[src/rtl/uart_tx_dev.sv]
// Memory-mapped 8N1 serial transmitter with a TX FIFO, baud divisor and level IRQ.
// Optional parity bit (CTRL[2] = odd) when UART_TX_PARITY_EN is defined.
module uart_tx_dev #(
  parameter int unsigned      FIFO_DEPTH  = 4,
  parameter int unsigned      DIV_W       = 16,
  parameter logic [DIV_W-1:0] DEFAULT_DIV = DIV_W'(16)
) (
  input  logic        clk,
  input  logic        reset,
  input  logic [29:0] Addr,
  input  logic        WE,
  input  logic [31:0] Din,
  output logic [31:0] Dout,
  output logic        IRQ,
  output logic        tx
);

  localparam int unsigned AW = $clog2(FIFO_DEPTH);
  localparam int unsigned CW = AW + 1;

  typedef enum logic [2:0] {
    IDLE, START, DATA, STOP
`ifdef UART_TX_PARITY_EN
    , PARITY
`endif
  } state_t;

  state_t           state, state_nx;
  logic             en, im, odd, ovf;
  logic [DIV_W-1:0] div, div_eff, d_lat, bcnt;
  logic [7:0]       mem [FIFO_DEPTH];
  logic [AW-1:0]    wr_ptr, rd_ptr;
  logic [CW-1:0]    count;
  logic [7:0]       shreg;
  logic [2:0]       bit_idx;
  logic [1:0]       sel;
  logic             full, empty, busy, tick, can_pop, pop, push_req, push_ok;
  logic             unused_bits;

  assign sel         = Addr[1:0];
  assign unused_bits = ^{Addr[29:2], Din};
  assign full        = (count == CW'(FIFO_DEPTH));
  assign empty       = (count == '0);
  assign div_eff     = (div == '0) ? DIV_W'(1) : div;
  assign tick        = (bcnt == '0);
  assign can_pop     = en && !empty;
  // STOP's last cycle can pop directly so back-to-back frames have no idle gap
  assign pop         = can_pop && ((state == IDLE) || (state == STOP && tick));
  assign push_req    = WE && (sel == 2'd2);
  assign push_ok     = push_req && (!full || pop);

  always_ff @(posedge clk) begin
    if (reset) begin
      en  <= 1'b0;
      im  <= 1'b0;
      div <= DEFAULT_DIV;
      ovf <= 1'b0;
    end else if (WE) begin
      case (sel)
        2'd0: begin
          en <= Din[0];
          im <= Din[1];
        end
        2'd1: div <= Din[DIV_W-1:0];
        2'd2: if (full && !pop) ovf <= 1'b1;
        default: ovf <= 1'b0;
      endcase
    end
  end

`ifdef UART_TX_PARITY_EN
  logic par_bit;

  always_ff @(posedge clk) begin
    if (reset)                    odd <= 1'b0;
    else if (WE && sel == 2'd0)   odd <= Din[2];
  end
`else
  assign odd = 1'b0;
`endif

  always_ff @(posedge clk) begin
    if (push_ok) mem[wr_ptr] <= Din[7:0];
  end

  always_ff @(posedge clk) begin
    if (reset) begin
      wr_ptr <= '0;
      rd_ptr <= '0;
      count  <= '0;
    end else begin
      if (push_ok) wr_ptr <= wr_ptr + AW'(1);
      if (pop)     rd_ptr <= rd_ptr + AW'(1);
      case ({push_ok, pop})
        2'b10:   count <= count + CW'(1);
        2'b01:   count <= count - CW'(1);
        default: count <= count;
      endcase
    end
  end

  always_ff @(posedge clk) begin
    if (reset) state <= IDLE;
    else       state <= state_nx;
  end

  always_comb begin
    state_nx = state;
    case (state)
      IDLE:  if (can_pop) state_nx = START;
      START: if (tick) state_nx = DATA;
      DATA: if (tick && bit_idx == 3'd7) begin
`ifdef UART_TX_PARITY_EN
        state_nx = PARITY;
`else
        state_nx = STOP;
`endif
      end
`ifdef UART_TX_PARITY_EN
      PARITY: if (tick) state_nx = STOP;
`endif
      STOP:  if (tick) state_nx = can_pop ? START : IDLE;
      default: state_nx = IDLE;
    endcase
  end

  // Divisor is latched at frame start so DIV writes only affect the next frame
  always_ff @(posedge clk) begin
    if (reset) begin
      shreg   <= '0;
      bit_idx <= '0;
      d_lat   <= DIV_W'(1);
      bcnt    <= '0;
    end else if (pop) begin
      shreg   <= mem[rd_ptr];
      bit_idx <= '0;
      d_lat   <= div_eff;
      bcnt    <= div_eff - DIV_W'(1);
    end else if (state != IDLE) begin
      if (tick) begin
        bcnt <= d_lat - DIV_W'(1);
        if (state == DATA) begin
          shreg   <= shreg >> 1;
          bit_idx <= bit_idx + 3'd1;
        end
      end else begin
        bcnt <= bcnt - DIV_W'(1);
      end
    end
  end

`ifdef UART_TX_PARITY_EN
  always_ff @(posedge clk) begin
    if (reset)    par_bit <= 1'b0;
    else if (pop) par_bit <= (^mem[rd_ptr]) ^ odd;
  end
`endif

  always_comb begin
    tx   = 1'b1;
    busy = 1'b1;
    case (state)
      IDLE:   busy = 1'b0;
      START:  tx   = 1'b0;
      DATA:   tx   = shreg[0];
`ifdef UART_TX_PARITY_EN
      PARITY: tx   = par_bit;
`endif
      default: tx  = 1'b1;
    endcase
  end

  always_ff @(posedge clk) begin
    if (reset) IRQ <= 1'b0;
    else       IRQ <= im && empty && !busy;
  end

  always_comb begin
    Dout = '0;
    case (sel)
      2'd0: Dout[2:0]       = {odd, im, en};
      2'd1: Dout[DIV_W-1:0] = div;
      2'd3: Dout[7:0]       = {4'(count), ovf, empty, full, busy};
      default: Dout = '0;
    endcase
  end

endmodule
[config.mk]
export PLATFORM = sky130hd
export DESIGN_NAME = uart_tx_dev
export DESIGN_NICKNAME = d
export VERILOG_FILES = /design/src/rtl/uart_tx_dev.sv
export SDC_FILE = /design/constraint.sdc
export NUM_CORES = 1
export LEC_CHECK = 0
export CORE_MARGIN = 5
export CORE_UTILIZATION = 35
export DETAILED_ROUTE_END_ITERATION = 16
export GPL_ROUTABILITY_DRIVEN = 0
export PLACE_DENSITY = 0.69
export REMOVE_ABC_BUFFERS = 1
export SYNTH_ARGS = -nofsm -noshare
export SYNTH_HDL_FRONTEND = slang
export SYNTH_SLANG_ARGS = --single-unit
[constraint.sdc]
create_clock -name clk -period 5.8 [get_ports clk]
set_clock_uncertainty 0.05 [all_clocks]
set_input_delay 1.16 -clock clk [delete_from_list [all_inputs] [get_ports clk]]
set_output_delay 1.16 -clock clk [all_outputs]
set_load 0.02 [all_outputs]
==> Word-level counts from Yosys, hierarchy flattened <==
Memory sizes are Yosys's and may differ from the RTL's. A register that Yosys moved wholly into a read port is not among the register bits.
Index checks and enable logic that the tools add are counted.
{ "word_totals": {"register_bits": 73, "ramBits": 32, "output_inout_bits": 34, "n_memories": 1} }
{ "classes": {"addsub": 8, "eq_ne": 15, "n_mux": 26, "bitwise_logic": 1, "reduce_logical": 32} }
{ "memory_table": {"columns": ["name", "depth", "word_bits", "rd", "rd_ports_with_merged_regs", "write_ports", "line", "source"], "rows": [
  ["mem", 4, 8, 1, 1, 1, "31", "logic [7:0] mem [FIFO_DEPTH];"]
]} }
{ "op_table": {"columns": ["op", "n"], "rows": [
  ["16-bit two-way mux", 4],
  ["16-bit by 1-bit subtractor with 16-bit output (second input constant)", 3],
  ["8-bit two-way mux", 5],
  ["16-bit logical NOT", 2],
  ["3-bit two-way mux", 4],
  ["3-bit case mux with 4 select lines", 1],
  ["5-bit case mux with 2 select lines", 1],
  ["1-bit logical AND", 9],
  ["3-bit case mux with 3 select lines", 1],
  ["3-bit AND reduction", 3],
  ["2-bit inequality test (second input constant)", 4],
  ["2-bit nonzero test", 4],
  ["3-bit by 1-bit adder with 3-bit output (second input constant)", 2],
  ["2-bit equality test (second input constant)", 3],
  ["3-bit by 2-bit equality test with 1-bit output (second input constant)", 2],
  ["3-bit equality test (second input constant)", 2],
  ["3-bit logical NOT", 2],
  ["3-bit case mux with 2 select lines", 1],
  ["1-bit two-way mux", 5],
  ["2-bit by 1-bit adder with 2-bit output (second input constant)", 2],
  ["2-bit by 1-bit equality test with 1-bit output (second input constant)", 2],
  ["2-bit two-way mux", 2],
  ["1-bit case mux with 2 select lines", 2],
  ["2-bit AND reduction", 2],
  ["other kinds (10)", 14]
]} }

==> Longest topological paths before layout <==
Gate-level depths: netlist (run 1).
{ "depth": {"ltp_word": 8, "mapped_depth": 15} }

==> Least setup slack after synthesis (run 1) <==
No wires, ideal clock.
{ "synth_path": {"kind": "register to register", "from": "reg bcnt[12]", "to": "reg bcnt[10]", "arrival_ns": 3.425, "t_required_ns": 5.659, "slack_ns": 2.235, "stages_incl_launch_ff": 14, "path_buffers": 3, "period_less_slack_ns": 3.565, "path_cell_list": "dfxtp_1 or4_4 nor3_4 a21oi_4 clkinv_4 clkbuf_1 clkbuf_1 buf_2 o21a_1 ha_1 o31a_4 nand2_4 or4_1 a311oi_1"} }
{ "synth_between": {"elab_chain_cells": 5, "word_cells_on_any_way": 8, "cone_classes": "3 x mux; 5 x reduce/logical"} }
{ "synth_rtl": {"columns": ["element", "line", "source"], "rows": [
  ["start, declared", "30", "logic [DIV_W-1:0] div, div_eff, d_lat, bcnt;"],
  ["start signal, assigned", "138", "bcnt <= div_eff - DIV_W'(1);"],
  ["start signal, assigned", "141", "bcnt <= d_lat - DIV_W'(1);"],
  ["start signal, assigned", "147", "bcnt <= bcnt - DIV_W'(1);"],
  ["16-bit logical NOT (*)", "45", "assign tick = (bcnt == '0);"],
  ["1-bit logical AND", "48", "assign pop = can_pop && ((state == IDLE) || (state == STOP && tick));"],
  ["1-bit logical OR", "48", null],
  ["1-bit logical AND", "48", null],
  ["16-bit two-way mux or 2-bit nonzero test (tied branches)", null, null]
]} }
Every way passes the cells marked *; elsewhere a longest branch is shown, timed or not. The select of a mux whose other input is x is not followed.
A chain may end at the register's enable or synchronous reset.

==> Final worst setup path (run 1) <==
{ "layout_path": {"from": "in Addr[1]", "to": "out Dout[9]"} }
{ "layout_between": {"elab_chain_cells": 2} }
{ "layout_rtl": {"columns": ["element", "line", "source"], "rows": [
  ["start, declared", "10", "input logic [29:0] Addr,"],
  ["2-bit by 1-bit equality test with 1-bit output", "180", "case (sel)"],
  ["8-bit two-way mux", "180", null],
  ["end, declared", "13", "output logic [31:0] Dout,"]
]} }
Every way passes these cells.

==> results of run 1 <==
[per-stage QoR]
step | area, µm² | utilization
floorplan | 5160 | -
global placement | 5800 | 0.383
detailed placement | 5800 | 0.383
CTS | 6100 | 0.403
global route | 6100 | 0.403
finish | 6100 | 0.403
[Yosys cell counts (2+ instances only)]
library cell  instances
a211oi_1              6
a21oi_1              48
a311oi_1             14
a31oi_1               3
a32oi_1               2
and2_1               15
and3_1                3
buf_1                 4
buf_2                 5
buf_4                16
buf_6                 2
clkbuf_1             24
dfxtp_1              74
edfxtp_1             32
ha_1                 12
inv_1                10
mux2i_1              15
mux4_2                8
nand2_1              92
nand2b_1              2
nand3_1               4
nand3b_1              2
nor2_1               58
nor2b_1               7
nor3_1               14
nor3_4                2
nor3b_1               3
nor4_1                5
o211ai_1              3
o21a_1                6
o21ai_0              10
o21ai_1               3
o22ai_1               2
o311a_1               3
o311ai_1              2
o31ai_1               8
o32a_1                3
o32ai_1               3
or2_2                 3
or3_1                 5
or4_1                 4
xnor2_1               5
xor2_1                5
[worst max-delay path, stage by stage]
cell and delay [ns]:
clkdlybuf4s50_1 0.68, nor2b_1 0.62, and2_1 0.21, clkdlybuf4s50_1 0.62
[where the power goes]
group / total (µW) / switching [µW] / internal, µW
registers: 902 / 69.0 / 833
logic: 2210 / 1390 / 819
clock network: 611 / 274 / 337
total: 3720 / 1730 / 1990
[metal layers]
metal  track usage  part of all wire
met1         0.195              0.44
met2         0.240              0.48
met3        0.0176             0.058
met4        0.0709             0.028
met5             0                 0
[final timing paths]
check,end,startpoint,depth (start not counted),slack (ns)
max reg2reg,bcnt[10],state[1],13,1.99
max,Dout[9],Addr[1],4,1.30
min,d_lat[14],d_lat[14],2,0.41
min reg2reg,d_lat[14],d_lat[14],2,0.41
[sequential cells by signal, summed over array words and instances, names as in the netlist, named ones only]
register and flops:
mem 32, bcnt 16, d_lat 16, div 16, shreg 8, bit_idx 3
count 3, rd_ptr 2, state 2, wr_ptr 2, IRQ 1, en 1
im 1, ovf 1
[cell type report]
type	count	area [µm²]
Clock buffer	10	229
Clock inverter	6	65.1
Fill cell	1441	9050
Inverter	11	46.3
Multi-Input combinational cell	422	2670
Sequential cell	106	2440
Tap cell	188	235
Timing Repair Buffer	42	405
[logic make-up (layout without fill, tap and decap cells)]
| group | after synthesis | count (layout) | share of synthesized area |
|---|---|---|---|
| and+or+nand+nor | 227 | 227 | 0.203 |
| AOI/OAI and AO/OA | 132 | 132 | 0.171 |
| DFF | 106 | 106 | 0.454 |
| buffers and inverters | 62 | 69 | 0.0593 |
| muxes | 24 | 24 | 0.0642 |
| adders and majority gates | 13 | 13 | 0.0316 |
| xor gates and xnor gates | 10 | 10 | 0.0163 |
| other | 1 | 16 | 0.000697 |
==> results_dict.tcl, run 1 <==
set metrics [dict create \
    row_count 45 \
    hold_buffers 0 \
    drive_gt1_frac 0.0737 \
    most-common-layout-cells "92 x nand2_1, 74 x dfxtp_1, 58 x nor2_1" \
    antenna_found_initial 0 \
    period_minus_slack_ns 4.50 \
    drt_iter0_drc 457 \
    clock_path_buffers 2 \
    antenna_cells 0 \
    synth.distinct_cells 71 \
    setup_slack_ns 1.30 \
    synth_area_leaders "dfxtp_1 28%, edfxtp_1 18%, nand2_1 6.4%" \
    nNetsFinal 670 \
    crit_fanout 13 \
    grt_pass1_vias 4385 \
    cellLeakagePower_uw 0.00205 \
    die_area_um2 17900 \
    vdd_drop_max_v 0.000402 \
    synth_top_cell_by_area "dfxtp_1" \
    clock_tree.htree_level_count 3 \
    timing_hold_violations_final 0 \
    worst_setup_hold_path_clk_slew_ns 0.07 \
    chipHeight_um 134 \
    start_util 0.355 \
    dp_hpwl_um 9070 \
    power-per-cell-area_nw_per_um2 610 \
    cts_buffers 9 \
    setup_viol 0 \
    dp_cells 769 \
    critical_path_class "primary input to output port" \
    ys_ff_latch 106 \
    arrival_ns 3.29 \
    postCtsSetupRepairBufs 0 \
    via_per_inst 5.57 \
    postCtsResizedCells 0 \
    synthCells 575 \
    die_w_um 134 \
    ys_async_sr_fraction 0 \
    route.detailed.drc 0 \
    slew_violations 0 \
    gr-total-overflow 0 \
    syn_to_final_growth_pct 13.4 \
    fmax_mhz 222 \
    cts_sinks 106 \
    max-slew-margin-rel 0.262 \
    rsz0062_at_grt "no" \
    insertion_delay_ns 0.35 \
    yosys_warnings 0 \
    critPathLaunchType "primary input" \
    grt_pass1_wl_um 21500 \
    drv_cap 0 \
    syn_area_um2 5380 \
    pre_cts_slack_ns 1.28 \
    p_total_uw 3720 \
    synthFlopType "dfxtp_1" \
    period_share 0.776 \
    stdcell_count 785 \
    pin_count 99 \
    critPathRequiredTime_ns 4.59 \
    syn_avg_cell_area_um2 9.35 \
    hp-class "flip-flop to flip-flop" \
    ant_nets 0 \
    root_buffer "clkbuf_16" \
    routedWlPerCell_um 16.7 \
    io_buffers 38 \
    seq_area_frac_synth 0.454 \
    yosys.area.top_type_share 0.275 \
    synth_edf_count 32 \
    final_common_cell "nand2_1" \
    vias 4376 \
    grt_usage 0.147 \
    first_pass_iters 5 \
    routed_wl_um 13100 \
    tns_ns 0 \
    hold_ws_ns 0.410 \
    core_um2 15100 \
    outcome "completed" \
    worstMarginPinSlew_ns 1.11 \
    cp-end-kind "output port" \
    cts_tree "done" \
    grt_max_degree 59 \
]
No activity file was read; power rests on OpenSTA's default activity.
==> inputs of run 2 (changes only) <==
--- a/config.mk
+++ b/config.mk
@@ -9,7 +9,7 @@
 export CORE_UTILIZATION = 35
 export DETAILED_ROUTE_END_ITERATION = 16
 export GPL_ROUTABILITY_DRIVEN = 0
-export PLACE_DENSITY = 0.69
+export PLACE_DENSITY = 0.71
 export REMOVE_ABC_BUFFERS = 1
 export SYNTH_ARGS = -nofsm -noshare
 export SYNTH_HDL_FRONTEND = slang
==> constraint.sdc (replaced) <==
create_clock -name clk -period 4 [get_ports clk]
set_clock_uncertainty 0.05 [all_clocks]
set_input_delay 0.8 -clock clk [delete_from_list [all_inputs] [get_ports clk]]
set_output_delay 0.8 -clock clk [all_outputs]
set_load 0.02 [all_outputs]
==> run 2 against run 1 <==
Net effect:
- critical endpoint is now bcnt[13]
- register-to-register slack lost 1.4 ns
- total power rose by 42%
- sequential power rose by 44%
- hold slack lost 0.0066 ns
==> results_dict.tcl, run 2 (same netlist as run 1, synthesis figures left out) <==
set metrics [dict create \
    critical_path_class "flip-flop to flip-flop" \
    crit_fanout 31 \
    most-common-layout-cells "92 x nand2_1, 74 x dfxtp_1, 58 x nor2_1" \
    cts_buffers 9 \
    clock_path_buffers 2 \
    vias 4257 \
    hold_buffers 0 \
    core_um2 15100 \
    drt_iter0_drc 302 \
    insertion_delay_ns 0.35 \
    syn_to_final_growth_pct 13.9 \
    grt_pass1_wl_um 20700 \
    stdcell_count 791 \
    root_buffer "clkbuf_16" \
    clock_tree.htree_level_count 3 \
    start_util 0.355 \
    period_minus_slack_ns 3.45 \
    cellLeakagePower_uw 0.00207 \
    tns_ns 0 \
    dp_hpwl_um 8710 \
    worstMarginPinSlew_ns 0.987 \
    ant_nets 0 \
    hp-class "flip-flop to flip-flop" \
    cts_sinks 106 \
    power-per-cell-area_nw_per_um2 865 \
    antenna_cells 0 \
    grt_usage 0.143 \
    hold_path_depth 2 \
    first_pass_iters 5 \
    setup_viol 0 \
    postCtsResizedCells 0 \
    drive_gt1_frac 0.0846 \
    gr-total-overflow 0 \
    postCtsSetupRepairBufs 0 \
    pin_count 99 \
    final_common_cell "nand2_1" \
    antenna_found_initial 0 \
    rsz0062_at_grt "no" \
    timing_hold_violations_final 0 \
    cp-end-kind "flip-flop" \
    largest_register_ffs 32 \
    dp_cells 775 \
    critPathLaunchType "flip-flop" \
    regMostFlops "mem" \
    outcome "completed" \
    die_area_um2 17900 \
    routed_wl_um 12600 \
    max-slew-margin-rel 0.342 \
    slew_violations 0 \
    p_total_uw 5300 \
    critPathRequiredTime_ns 4.21 \
    period_share 0.863 \
    drv_cap 0 \
    routedWlPerCell_um 15.9 \
    grt_pass1_vias 4193 \
    grt_max_degree 53 \
    vdd_drop_max_v 0.000658 \
    worst_setup_hold_path_clk_slew_ns 0.07 \
    route.detailed.drc 0 \
    cts_tree "done" \
    via_per_inst 5.38 \
    io_buffers 38 \
    row_count 45 \
    nNetsFinal 676 \
    fillers 1464 \
    chipHeight_um 134 \
    rr_worst_depth 10 \
    die_w_um 134 \
    fmax_mhz 290 \
    arrival_ns 3.66 \
]
==> run 2: worst paths after layout <==
| path | end | slack [ns] | startpoint |
|---|---|---|---|
| worst max-delay path | bcnt[13] | 0.55 | state[1] |
| worst min-delay path | d_lat[15] | 0.40 | d_lat[15] |
| worst max register to register | bcnt[13] | 0.55 | state[1] |
| worst min register to register | d_lat[15] | 0.40 | d_lat[15] |
==> run 2: power breakdown <==
| group | internal [µW] | switching, µW | total [µW] | leakage, µW |
|---|---|---|---|---|
| combinational | 1200 | 1960 | 3160 | 0.00105 |
| clock | 432 | 412 | 844 | 0.000133 |
| sequential | 1210 | 92.2 | 1300 | 0.000888 |
| total | 2840 | 2460 | 5300 | 0.00207 |
==> run 2: area by class of cell <==
| type | instances | area, µm² | area share |
|---|---|---|---|
| multi-input combinational | 422 | 2670 | 0.436 |
| sequential | 106 | 2440 | 0.399 |
| timing repair buffer | 48 | 450 | 0.0735 |
| tap | 188 | 235 | 0.0384 |
| clock buffer | 10 | 229 | 0.0374 |
| clock inverter | 6 | 48.8 | 0.00797 |
| inverter | 11 | 46.3 | 0.00756 |
==> run 2: per-stage QoR <==
| stage | setup WS, ns | util | hold slack, ns | cell area (µm²) |
|---|---|---|---|---|
| 2_1_floorplan | 0.305 | - | 0.376 | 5160 |
| 3_3_place_gp | 0.642 | 0.386 | 0.390 | 5850 |
| 3_5_place_dp | 0.602 | 0.386 | 0.396 | 5850 |
| 4_1_cts | 0.576 | 0.404 | 0.406 | 6130 |
| 5_1_grt | 0.363 | 0.404 | 0.416 | 6130 |
| 6_report | 0.548 | 0.404 | 0.403 | 6130 |
==> run 2: layer usage <==
metal  track usage  part of all wire
met5             0                 0
met4        0.0531             0.018
met3        0.0383             0.075
met2         0.227              0.45
met1         0.189              0.46
==> run 2: critical path: stages, from the launching register on <==
cell and delay, ns:
dfxtp_1 0.39, ha_1 0.21, o311a_1 0.48, and3_1 0.35, a21oi_4 0.10, clkinv_4 0.12, buf_4 0.35, mux2_4 0.28
nand4_4 0.17, or4_1 0.58, a311oi_1 0.27
==> inputs of run 3 (changes only) <==
--- a/config.mk
+++ b/config.mk
@@ -11,6 +11,7 @@
 export GPL_ROUTABILITY_DRIVEN = 0
 export PLACE_DENSITY = 0.71
 export REMOVE_ABC_BUFFERS = 1
+export SLEW_MARGIN = 15
 export SYNTH_ARGS = -nofsm -noshare
 export SYNTH_HDL_FRONTEND = slang
 export SYNTH_SLANG_ARGS = --single-unit
==> results of run 3 <==
Final layout, timing and power as in run 2 (identical DEF).
